<file path="src/rtl/awg_cmd_deframer.sv">
// Byte-stream command deframer for the AWG: hunts for SYNC_BYTE, decodes SAMPLES/ARM packets.
// Optional trailing XOR checksum byte is enabled by defining AWG_CHECKSUM_EN.
`timescale 1ns/1ps

module awg_cmd_deframer #(
  parameter int unsigned BIT_WIDTH = 16,
  parameter logic [7:0]  SYNC_BYTE = 8'hA5
) (
  input  logic                 clk100,
  input  logic                 rst,
  input  logic [7:0]           s_tdata,
  input  logic                 s_tvalid,
  output logic                 s_tready,
  output logic [BIT_WIDTH-1:0] m_tdata,
  output logic                 m_tvalid,
  input  logic                 m_tready,
  output logic                 m_tlast,
  output logic                 arm_pulse,
  output logic [1:0]           err,
  input  logic                 err_clr
);

  localparam logic [7:0] OPC_SAMPLES = 8'h01;
  localparam logic [7:0] OPC_ARM     = 8'h02;

  typedef enum logic [2:0] {
    HUNT,
    OPC,
    LEN_LO,
    LEN_HI,
    D_LO,
    D_HI,
    CHK
  } state_t;

  state_t      state;
  logic        is_arm;
  logic [7:0]  len_lo;
  logic [7:0]  data_lo;
  logic [15:0] remaining;
  logic [15:0] len_word;
  logic        accept;

  // A new byte may only land when the sample slot is free or draining this cycle.
  assign s_tready = !m_tvalid || m_tready;
  assign accept   = s_tvalid && s_tready;
  assign len_word = {s_tdata, len_lo};

`ifdef AWG_CHECKSUM_EN
  localparam state_t TAIL = CHK;

  logic [7:0] csum;

  // Running XOR of every byte after SYNC up to the checksum byte itself.
  always_ff @(posedge clk100 or posedge rst) begin
    if (rst) begin
      csum <= 8'h00;
    end else if (accept) begin
      if (state == HUNT) begin
        csum <= 8'h00;
      end else if (state != CHK) begin
        csum <= csum ^ s_tdata;
      end
    end
  end
`else
  localparam state_t TAIL = HUNT;
`endif

  always_ff @(posedge clk100 or posedge rst) begin
    if (rst) begin
      state     <= HUNT;
      is_arm    <= 1'b0;
      len_lo    <= 8'h00;
      data_lo   <= 8'h00;
      remaining <= 16'd0;
      m_tdata   <= '0;
      m_tvalid  <= 1'b0;
      m_tlast   <= 1'b0;
      arm_pulse <= 1'b0;
      err       <= 2'b00;
    end else begin
      arm_pulse <= 1'b0;

      if (m_tvalid && m_tready) begin
        m_tvalid <= 1'b0;
        m_tlast  <= 1'b0;
      end

      // Clear first so an error flagged in the same cycle takes priority.
      if (err_clr) begin
        err <= 2'b00;
      end

      if (accept) begin
        case (state)
          HUNT: begin
            if (s_tdata == SYNC_BYTE) begin
              state <= OPC;
            end
          end

          OPC: begin
            if (s_tdata == OPC_SAMPLES) begin
              is_arm <= 1'b0;
              state  <= LEN_LO;
            end else if (s_tdata == OPC_ARM) begin
              is_arm <= 1'b1;
              state  <= LEN_LO;
            end else begin
              err[0] <= 1'b1;
              state  <= HUNT;
            end
          end

          LEN_LO: begin
            len_lo <= s_tdata;
            state  <= LEN_HI;
          end

          LEN_HI: begin
            if (is_arm) begin
`ifdef AWG_CHECKSUM_EN
              state <= CHK;
`else
              arm_pulse <= 1'b1;
              state     <= HUNT;
`endif
            end else if (len_word == 16'd0) begin
              state <= TAIL;
            end else begin
              remaining <= len_word;
              state     <= D_LO;
            end
          end

          D_LO: begin
            data_lo <= s_tdata;
            state   <= D_HI;
          end

          D_HI: begin
            m_tdata   <= BIT_WIDTH'({s_tdata, data_lo});
            m_tvalid  <= 1'b1;
            m_tlast   <= (remaining == 16'd1);
            remaining <= remaining - 16'd1;
            if (remaining == 16'd1) begin
              state <= TAIL;
            end else begin
              state <= D_LO;
            end
          end

          CHK: begin
`ifdef AWG_CHECKSUM_EN
            if (s_tdata == csum) begin
              arm_pulse <= is_arm;
            end else begin
              err[1] <= 1'b1;
            end
`endif
            state <= HUNT;
          end

          default: begin
            state <= HUNT;
          end
        endcase
      end
    end
  end

endmodule
</file>
<file path="config.mk">
export PLATFORM = sky130hd
export DESIGN_NAME = awg_cmd_deframer
export DESIGN_NICKNAME = d
export VERILOG_FILES = /design/src/rtl/awg_cmd_deframer.sv
export SDC_FILE = /design/constraint.sdc
export NUM_CORES = 1
export LEC_CHECK = 0
export CORE_MARGIN = 2
export CORE_UTILIZATION = 40
export CTS_BUF_LIST = sky130_fd_sc_hd__clkbuf_2
export DETAILED_ROUTE_END_ITERATION = 10
export PLACE_DENSITY = 0.72
export SETUP_SLACK_MARGIN = 0.3
export SLEW_MARGIN = 20
export SYNTH_ARGS = -nofsm -noshare
export SYNTH_HDL_FRONTEND = slang
export SYNTH_SLANG_ARGS = --single-unit
</file>
<file path="constraint.sdc">
create_clock -name clk100 -period 3 [get_ports clk100]
set_clock_uncertainty 0.15 [all_clocks]
set_input_delay 0.75 -clock clk100 [delete_from_list [all_inputs] [get_ports clk100]]
set_output_delay 0.75 -clock clk100 [all_outputs]
set_load 0.01 [all_outputs]
</file>
# Yosys cells after proc, flatten, opt, wreduce, memory -nomap -nowiden
# Index checks and enable logic that the tools add are counted.
# totals
reg_bits	56
word_cells	63
# op_classes
n_eq_ne	12
muxes	26
n_reduce_logical	14
n_addsub	1
# op_table
operator	n
$mux W16	2
$pmux W16 S2	1
$pmux W3 S6	1
$eq A16 B1 Y1 const B	1
$logic_not A16 Y1	1
$mux W1	16
$sub A16 B1 Y16 const B	1
$mux W3	4
$eq A8 B1 Y1 const B	1
$eq A8 B2 Y1 const B	1
$eq A8 B8 Y1 const B	1
$reduce_and A2 Y1	4
$eq A3 B2 Y1 const B	2
$eq A3 B3 Y1 const B	2
$ne A2 B2 Y1 const B	3
$mux W2	2
$reduce_and A4 Y1	1
$reduce_bool A2 Y1	2
$eq A3 B1 Y1 const B	1
$logic_not A3 Y1	1
$reduce_and A3 Y1	1
$logic_and A1 B1 Y1	2
$logic_not A1 Y1	1
$logic_or A1 B1 Y1	1

# Longest topological paths before layout
# logic_depth
ltp_word	5
ltp_mapped	8
depth_no_buf	7

# Least setup slack after synthesis
# OpenSTA, ideal clock, no wires.
# synth_path
path_type	input -> register
from	input port s_tdata[1]
to	register remaining[5]
arrival_ns	2.179
t_required_ns	2.722
n_path_buf	3
cell_stages	8
path_slack_ns	0.543
setup_time_ns	0.128
cell_sequence	buf_6 or4_4 nand4b_1 o221a_1 buf_6 buf_12 a21oi_2 a21oi_2
# synth_between
elab_chain_len	3
# synth_rtl
item	line_no	source
from (decl)	11	input logic [7:0] s_tdata,
$logic_not A16 Y1	129	end else if (len_word == 16'd0) begin
$ne A2 B2 Y1 (no source line)	--	
$reduce_and A4 Y1 (no source line)	--	
to (signal assigned)	132	remaining <= len_word;
to (signal assigned)	146	remaining <= remaining - 16'd1;
to (decl)	40	logic [15:0] remaining;
# No other way between the ends.
# A chain may end at the register's enable or synchronous reset.

# Worst setup path in the final report
# layout_path
from	input port m_tready
to	output port s_tready
# layout_between
elab_chain_len	1
# layout_rtl
item	line_no	source
from (decl)	16	input logic m_tready,
$logic_or A1 B1 Y1	45	assign s_tready = !m_tvalid || m_tready;
to (decl)	13	output logic s_tready,
# No other way between the ends.

==> flow_summary.json <==
{
  "status": "complete, no violations",
  "grt_setup_unrepaired": "no",
  "fin_util": 0.502,
  "hold_class": "flop to flop",
  "final_layout_size_suffix_gt1_frac": 0.275,
  "tns_ps": 0,
  "path_cells": "clkdlybuf4s50_1, nand2b_1, dlygate4sd2_1",
  "setup_viol": 0,
  "clockBufferDepth": 2,
  "clk_latency_ps": 490,
  "dpl.hpwl_mm": 4.77,
  "fin_crit_sh": 0.859,
  "leakagePower_nw": 1.43,
  "gr-max-usage-layer": "met2",
  "placed_cells": 393,
  "critPathCaptureType": "output pin",
  "synth_cells": 256,
  "r2r_slack_ps": 680,
  "start_util": 0.412,
  "r2r_cells": 6,
  "final_common_cell": "dfrtp_1",
  "ys.flop_type": "dfrtp_1",
  "placed_area_um2": 3360,
  "worstMarginPinSlew_ps": 642,
  "cts_root_buf": "clkbuf_2",
  "core_area_um2": 6790,
  "stdcell_area_um2": 3410,
  "clock_sinks": 56,
  "worst_slack_ps": 423,
  "synth_top_area_share": 0.500,
  "hold_buffers": 0,
  "cts_setup_buffers": 0,
  "async_flop_share": 1.00,
  "area_growth_pct": 21.9,
  "floorplan.die_area_um2": 7690,
  "grt_usage": 0.189,
  "critPathLaunchType": "input pin",
  "routed_wirelength_mm": 6.56,
  "arrival_ps": 1680,
  "n_antenna_cell": 0,
  "cp.depth": 3,
  "grt_pass1_wl_mm": 11.2,
  "syn_area_um2": 2800,
  "ys_warn_count": 0,
  "p_per_area_nw_per_um2": 615,
  "synth_edf_count": 0,
  "cts_tree": "built",
  "hold_depth": 2,
  "crit_path_end": "s_tready",
  "path_max_fanout": 4,
  "row_count": 30,
  "drtIter0Drc": 132,
  "grt_max_degree": 39,
  "nets": 319,
  "port_buffers": 33,
  "antenna_found_initial": 0,
  "vias": 2210,
  "final-hold-violation-count": 0,
  "grt.met1_usage": 0.253,
  "die_h_um": 87.7,
  "drc": 0,
  "synth.net_count": 271,
  "slew_violations": 0,
  "drv_cap": 0,
  "viasPerCell": 5.51,
  "yosys.area.top_type": "dfrtp_1",
  "ir_drop_mv": 0.321,
  "worst-path-buf-inv": 2,
  "synth-seq-cells": 56,
  "final_cells": 401,
  "critPathTopFamily": "buffers and inverters",
  "grt_pass1_vias": 2264,
  "rr_startpoint": "state[0]$_DFFE_PP0P_",
  "r2r-end": "remaining[0]$_DFFE_PP0P_",
  "io_pins": 35,
  "relSlewSlack": 0.571,
  "h-tree-depth": 2,
  "grt_util_met3": 0.0283,
  "ant_nets": 0,
  "synth_cell_types": 44,
  "yosys-top-cells-area": "dfrtp_1 (50%), mux2_2 (13%), a21oi_2 (4.1%)",
  "max_freq_mhz": 388,
  "die_w_um": 87.7,
  "cp.required_ps": 2100,
  "cpPeakStageDelay_ps": 470,
  "cts_buffers": 5,
  "grt_util_met2": 0.306,
  "path_clk_slew_ps": 320,
  "critPathKind": "input pin to output pin",
  "syn_area_per_cell_um2": 10.9,
  "place_ws_ps": 28.0,
  "finalCriticalPeriod_ps": 2580,
  "seq_area_frac_synth": 0.500,
  "first_pass_iters": 4,
  "wl_per_cell_um": 16.4,
  "overflow": 0,
  "crit_start": "m_tready",
  "final_cell_mix": "dfrtp_1 (56), mux2_2 (32), clkdlybuf4s50_1 (32)",
  "place_congestion": 0.845,
  "critPathSlowestCell": "clkdlybuf4s50_1"
}
[area by class of cell]
cell class | count | area (µm²)
flip-flops and latches | 56 | 1400
clock inverters | 3 | 33.8
well taps | 96 | 120
inverters | 5 | 18.8
repair buffers | 55 | 532
multi-input cells | 181 | 1280
fillers | 604 | 3380
clock buffers | 5 | 25.0
[worst min path at each step]
stage | startpoint | to
4_1_cts | err[0]$_DFF_PP0_ | err[0]$_DFF_PP0_
6_report | err[0]$_DFF_PP0_ | err[0]$_DFF_PP0_
2_1_floorplan | data_lo[0]$_DFFE_PP0P_ | m_tdata[0]$_DFFE_PP0P_
3_3_place_gp | err[0]$_DFF_PP0_ | err[0]$_DFF_PP0_
5_1_grt | err[0]$_DFF_PP0_ | err[0]$_DFF_PP0_
3_5_place_dp | err[0]$_DFF_PP0_ | err[0]$_DFF_PP0_
[cell usage after synthesis (all sizes together), types with 3 or more instances]
cell type / instances
buf: 9
or4: 3
a21oi: 27
nor3: 5
nand2: 29
nand2b: 4
nor2: 8
mux2: 32
o21ai: 12
o31ai: 3
nand3: 8
dfrtp: 56
clkbuf: 5
nand4b: 3
o22ai: 10
inv: 5
nor4: 9
[logic make-up after synthesis]
group / count (synthesis) / synth area share
adders and majority gates: 2 / 0.00894
and+or+nand+nor: 82 / 0.160
other: 1 / 0.00134
xor gates and xnor gates: 1 / 0.00313
AOI/OAI and AO/OA: 63 / 0.155
DFF: 56 / 0.500
muxes: 32 / 0.129
buffers and inverters: 19 / 0.0425
[state kept, by name, indices dropped and copies added, names as in the netlist]
name / count
m_tlast: 1
m_tdata: 16
is_arm: 1
m_tvalid: 1
state: 3
err: 1
data_lo: 8
remaining: 16
len_lo: 8
arm_pulse: 1
[worst register-to-register path, delay by kind of cell, from the launching register on]
kind | cells | cell delay (ps)
AO/OA/AOI/OAI | 3 | 780
buffers and inverters | 2 | 380
flip-flops | 1 | 530
AND/OR/NAND/NOR | 1 | 400
[metrics by stage]
| step | hold slack [ps] | power, mW |
|---|---|---|
| floorplan | 327 | 1.51 |
| global placement | 323 | 1.73 |
| detailed placement | 316 | 1.76 |
| CTS | 383 | 2.10 |
| global route | 407 | 2.24 |
| finish | 379 | 2.10 |
[report_power, final]
group	switching [mW]	internal (mW)	total [mW]
logic	0.300	0.318	0.618
clock network	0.274	0.0709	0.345
registers	0.204	0.934	1.14
[routing by layer]
metal	wire [µm]	vias to the layer above
li1	-	1038
met1	3030	1093
met2	3070	64
met3	254	15
met4	197	0
met5	0	-
[repair_timing]
| action | in CTS | in global routing |
|---|---|---|
| resized for setup | 1 | 0 |
| hold endpoints to repair | 0 | 0 |
| setup endpoints to repair | 1 | 0 |
(Power assumes the default switching activity.)
==> patch (same settings) <==
Set the parameter `BIT_WIDTH` to 32 (it was 16).
--- a/src/rtl/awg_cmd_deframer.sv
+++ b/src/rtl/awg_cmd_deframer.sv
@@ -4,5 +4,5 @@
 
 module awg_cmd_deframer #(
-  parameter int unsigned BIT_WIDTH = 16,
+  parameter int unsigned BIT_WIDTH = 32,
   parameter logic [7:0]  SYNC_BYTE = 8'hA5
 ) (
Interface: changed (resized m_tdata); port bits go from 35 to 51. No check against the original RTL was run, so the function may have changed too.
==> patch against the unedited design <==
Die area rose by 3.5%; critical path type unchanged; power up 10%; largest cell class unchanged; wire length is 1.8% higher; largest power group unchanged; design area increased by 0.81%; first-iteration DRC count is 6.8% higher; cell count grew 4.5%; worst hold slack lost 0.0011 ns; worst setup slack better by 0.072 ns; synthesized area rose by 3.7%; sequential cell count is the same.
==> patch: results (changes against the unedited design) <==
.. list-table::
   :header-rows: 1

   * - Metric
     - Value
   * - Maximum resistive drop on vdd
     - 0.401 mV (+25%)
   * - P_leak
     - 0.00152 uW (+6.5%)
   * - Count of nets after finishing
     - 334 (+4.7%)
   * - Synth warn
     - 0 (unchanged)
   * - Switching power
     - 827 uW (+6.2%)
   * - Netlist cell types
     - 53 (+20%)
   * - RePlAce Congestion
     - 0.899 (+6.3%)
   * - Post-DP HPWL
     - 4.87 mm (+2.0%)
   * - Total routing resource utilization after global routing
     - 18.3% (-0.57 points)
   * - Highest net fanout along the worst path
     - 2 (-2)
   * - Synth Area in Compound Gates
     - 13.9% (-1.6 points)
   * - Number of DRC violations after detailed-routing iteration 0
     - 141 (+6.8%)
   * - Clock-pin slew on the worst setup and hold paths
     - 0.31 ns
   * - Classification of the worst-slack hold path
     - input pin to async pin
   * - Sequential element share of the synthesized area
     - 48.3% (-1.8 points)
   * - List of most frequent post-synthesis cells
     - dfrtp_1, mux2_1, buf_4
   * - Dominant synthesized flop cell
     - dfrtp_1
   * - Synth Area in Adders
     - 0.862% (-0.032 points)
   * - Fraction of final layout cells sized beyond drive strength 1
     - 12.2% (-15 points)
   * - Crit path arrival time
     - 1.60 ns (-0.08 ns)
   * - Post-Synth XOR/XNOR Area
     - 0.302% (-0.011 points)
   * - Top area cells in the synthesized netlist
     - dfrtp_1, mux2_1, buf_4
   * - Tightest Pin Transition
     - 0.586 ns (-0.0564 ns)
   * - Number of remaining DRC errors
     - 0 (unchanged)
   * - Share of flip-flops with an asynchronous set or reset after synthesis
     - 100% (unchanged)
   * - Run status
     - complete, no violations
   * - Number of fill cells in the layout
     - 656 (+8.6%)
   * - TritonRoute pass-1 iters
     - 4 (unchanged)
   * - Wire length of the first global-routing pass
     - 11.0 mm (-1.7%)
   * - Number of global-route vias before repair
     - 2162 (-4.5%)
   * - Longest individual stage delay on the worst path
     - 0.47 ns (about the same)
   * - Min Hold Slack
     - 0.378 ns (-0.00114 ns)
   * - Average routed wire per standard cell
     - 15.9 microns (-2.5%)
-- patch: cell types whose count changed in the layout (fill, tap and decap cells not counted), sizes merged, moves of 7 or more --
cell	change
conb	+16
a21oi	-12
o22ai	-8
nand2	-13
a31oi	+8
nor3	+7
-- patch: cell type report --
type | count | area (sq um) | share of cell area (%)
flip-flops and latches | 56 | 1400 | 40.7
multi-input cells | 201 | 1360 | 39.4
repair buffers | 49 | 462 | 13.4
well taps | 99 | 124 | 3.60
clock inverters | 3 | 50.0 | 1.45
clock buffers | 5 | 25.0 | 0.727
inverters | 6 | 22.5 | 0.655
-- patch: power groups by stage --
| stage | Clock (uW) | Combinational (uW) | Sequential, uW |
|---|---|---|---|
| after detailed placement | 0 | 770 | 1140 |
| after global placement | 0 | 754 | 1130 |
| after global routing | 457 | 858 | 1160 |
| after floorplan | 0 | 528 | 1110 |
| final | 411 | 775 | 1130 |
| after CTS | 427 | 776 | 1120 |
-- patch: per-layer routing --
metal | wire length, microns | vias to the layer above | global-route usage, %
met2 | 3160 | 76 | 29.0
met4 | 87 | 0 | 7.19
met1 | 3080 | 1096 | 26.0
met5 | 0 | - | 0
met3 | 350 | 7 | 1.75
li1 | - | 1067 | -
-- patch: critical path, delay by kind of cell --
family	cells	cell delay [ns]
buffers and inverters	2	0.74
and+or+nand+nor	1	0.12
-- patch: cell families after synthesis --
group | Yosys count
AND/OR/NAND/NOR | 82
AO/OA/AOI/OAI | 65
flip-flops | 56
buffers and inverters | 36
multiplexers | 34
adder cells (fa/ha/maj) | 2
other | 1
XOR/XNOR | 1
-- patch: path summary, 6_finish.rpt --
kind                              start          to  cells past startpoint
max reg2reg                remaining[7]    state[2]                      5
min                                 rst  m_tdata[3]                      2
min in group clk100          data_lo[0]  m_tdata[0]                      1
max in group asynchronous           rst   arm_pulse                      3
max                            m_tready    s_tready                      3
min reg2reg                  data_lo[0]  m_tdata[0]                      1
-- patch: stage by stage --
step                      utilization (%)  power, uW  setup WS (ns)  instances  instance area (sq um)
after global placement               47.2       1880          0.148        411                   3370
after floorplan                         -       1630          0.573        293                   2960
after detailed placement             47.2       1910          0.152        411                   3370
after CTS                            48.2       2330          0.487        419                   3440
final                                48.2       2310          0.496        419                   3440
after global routing                 48.2       2480          0.455        419                   3440
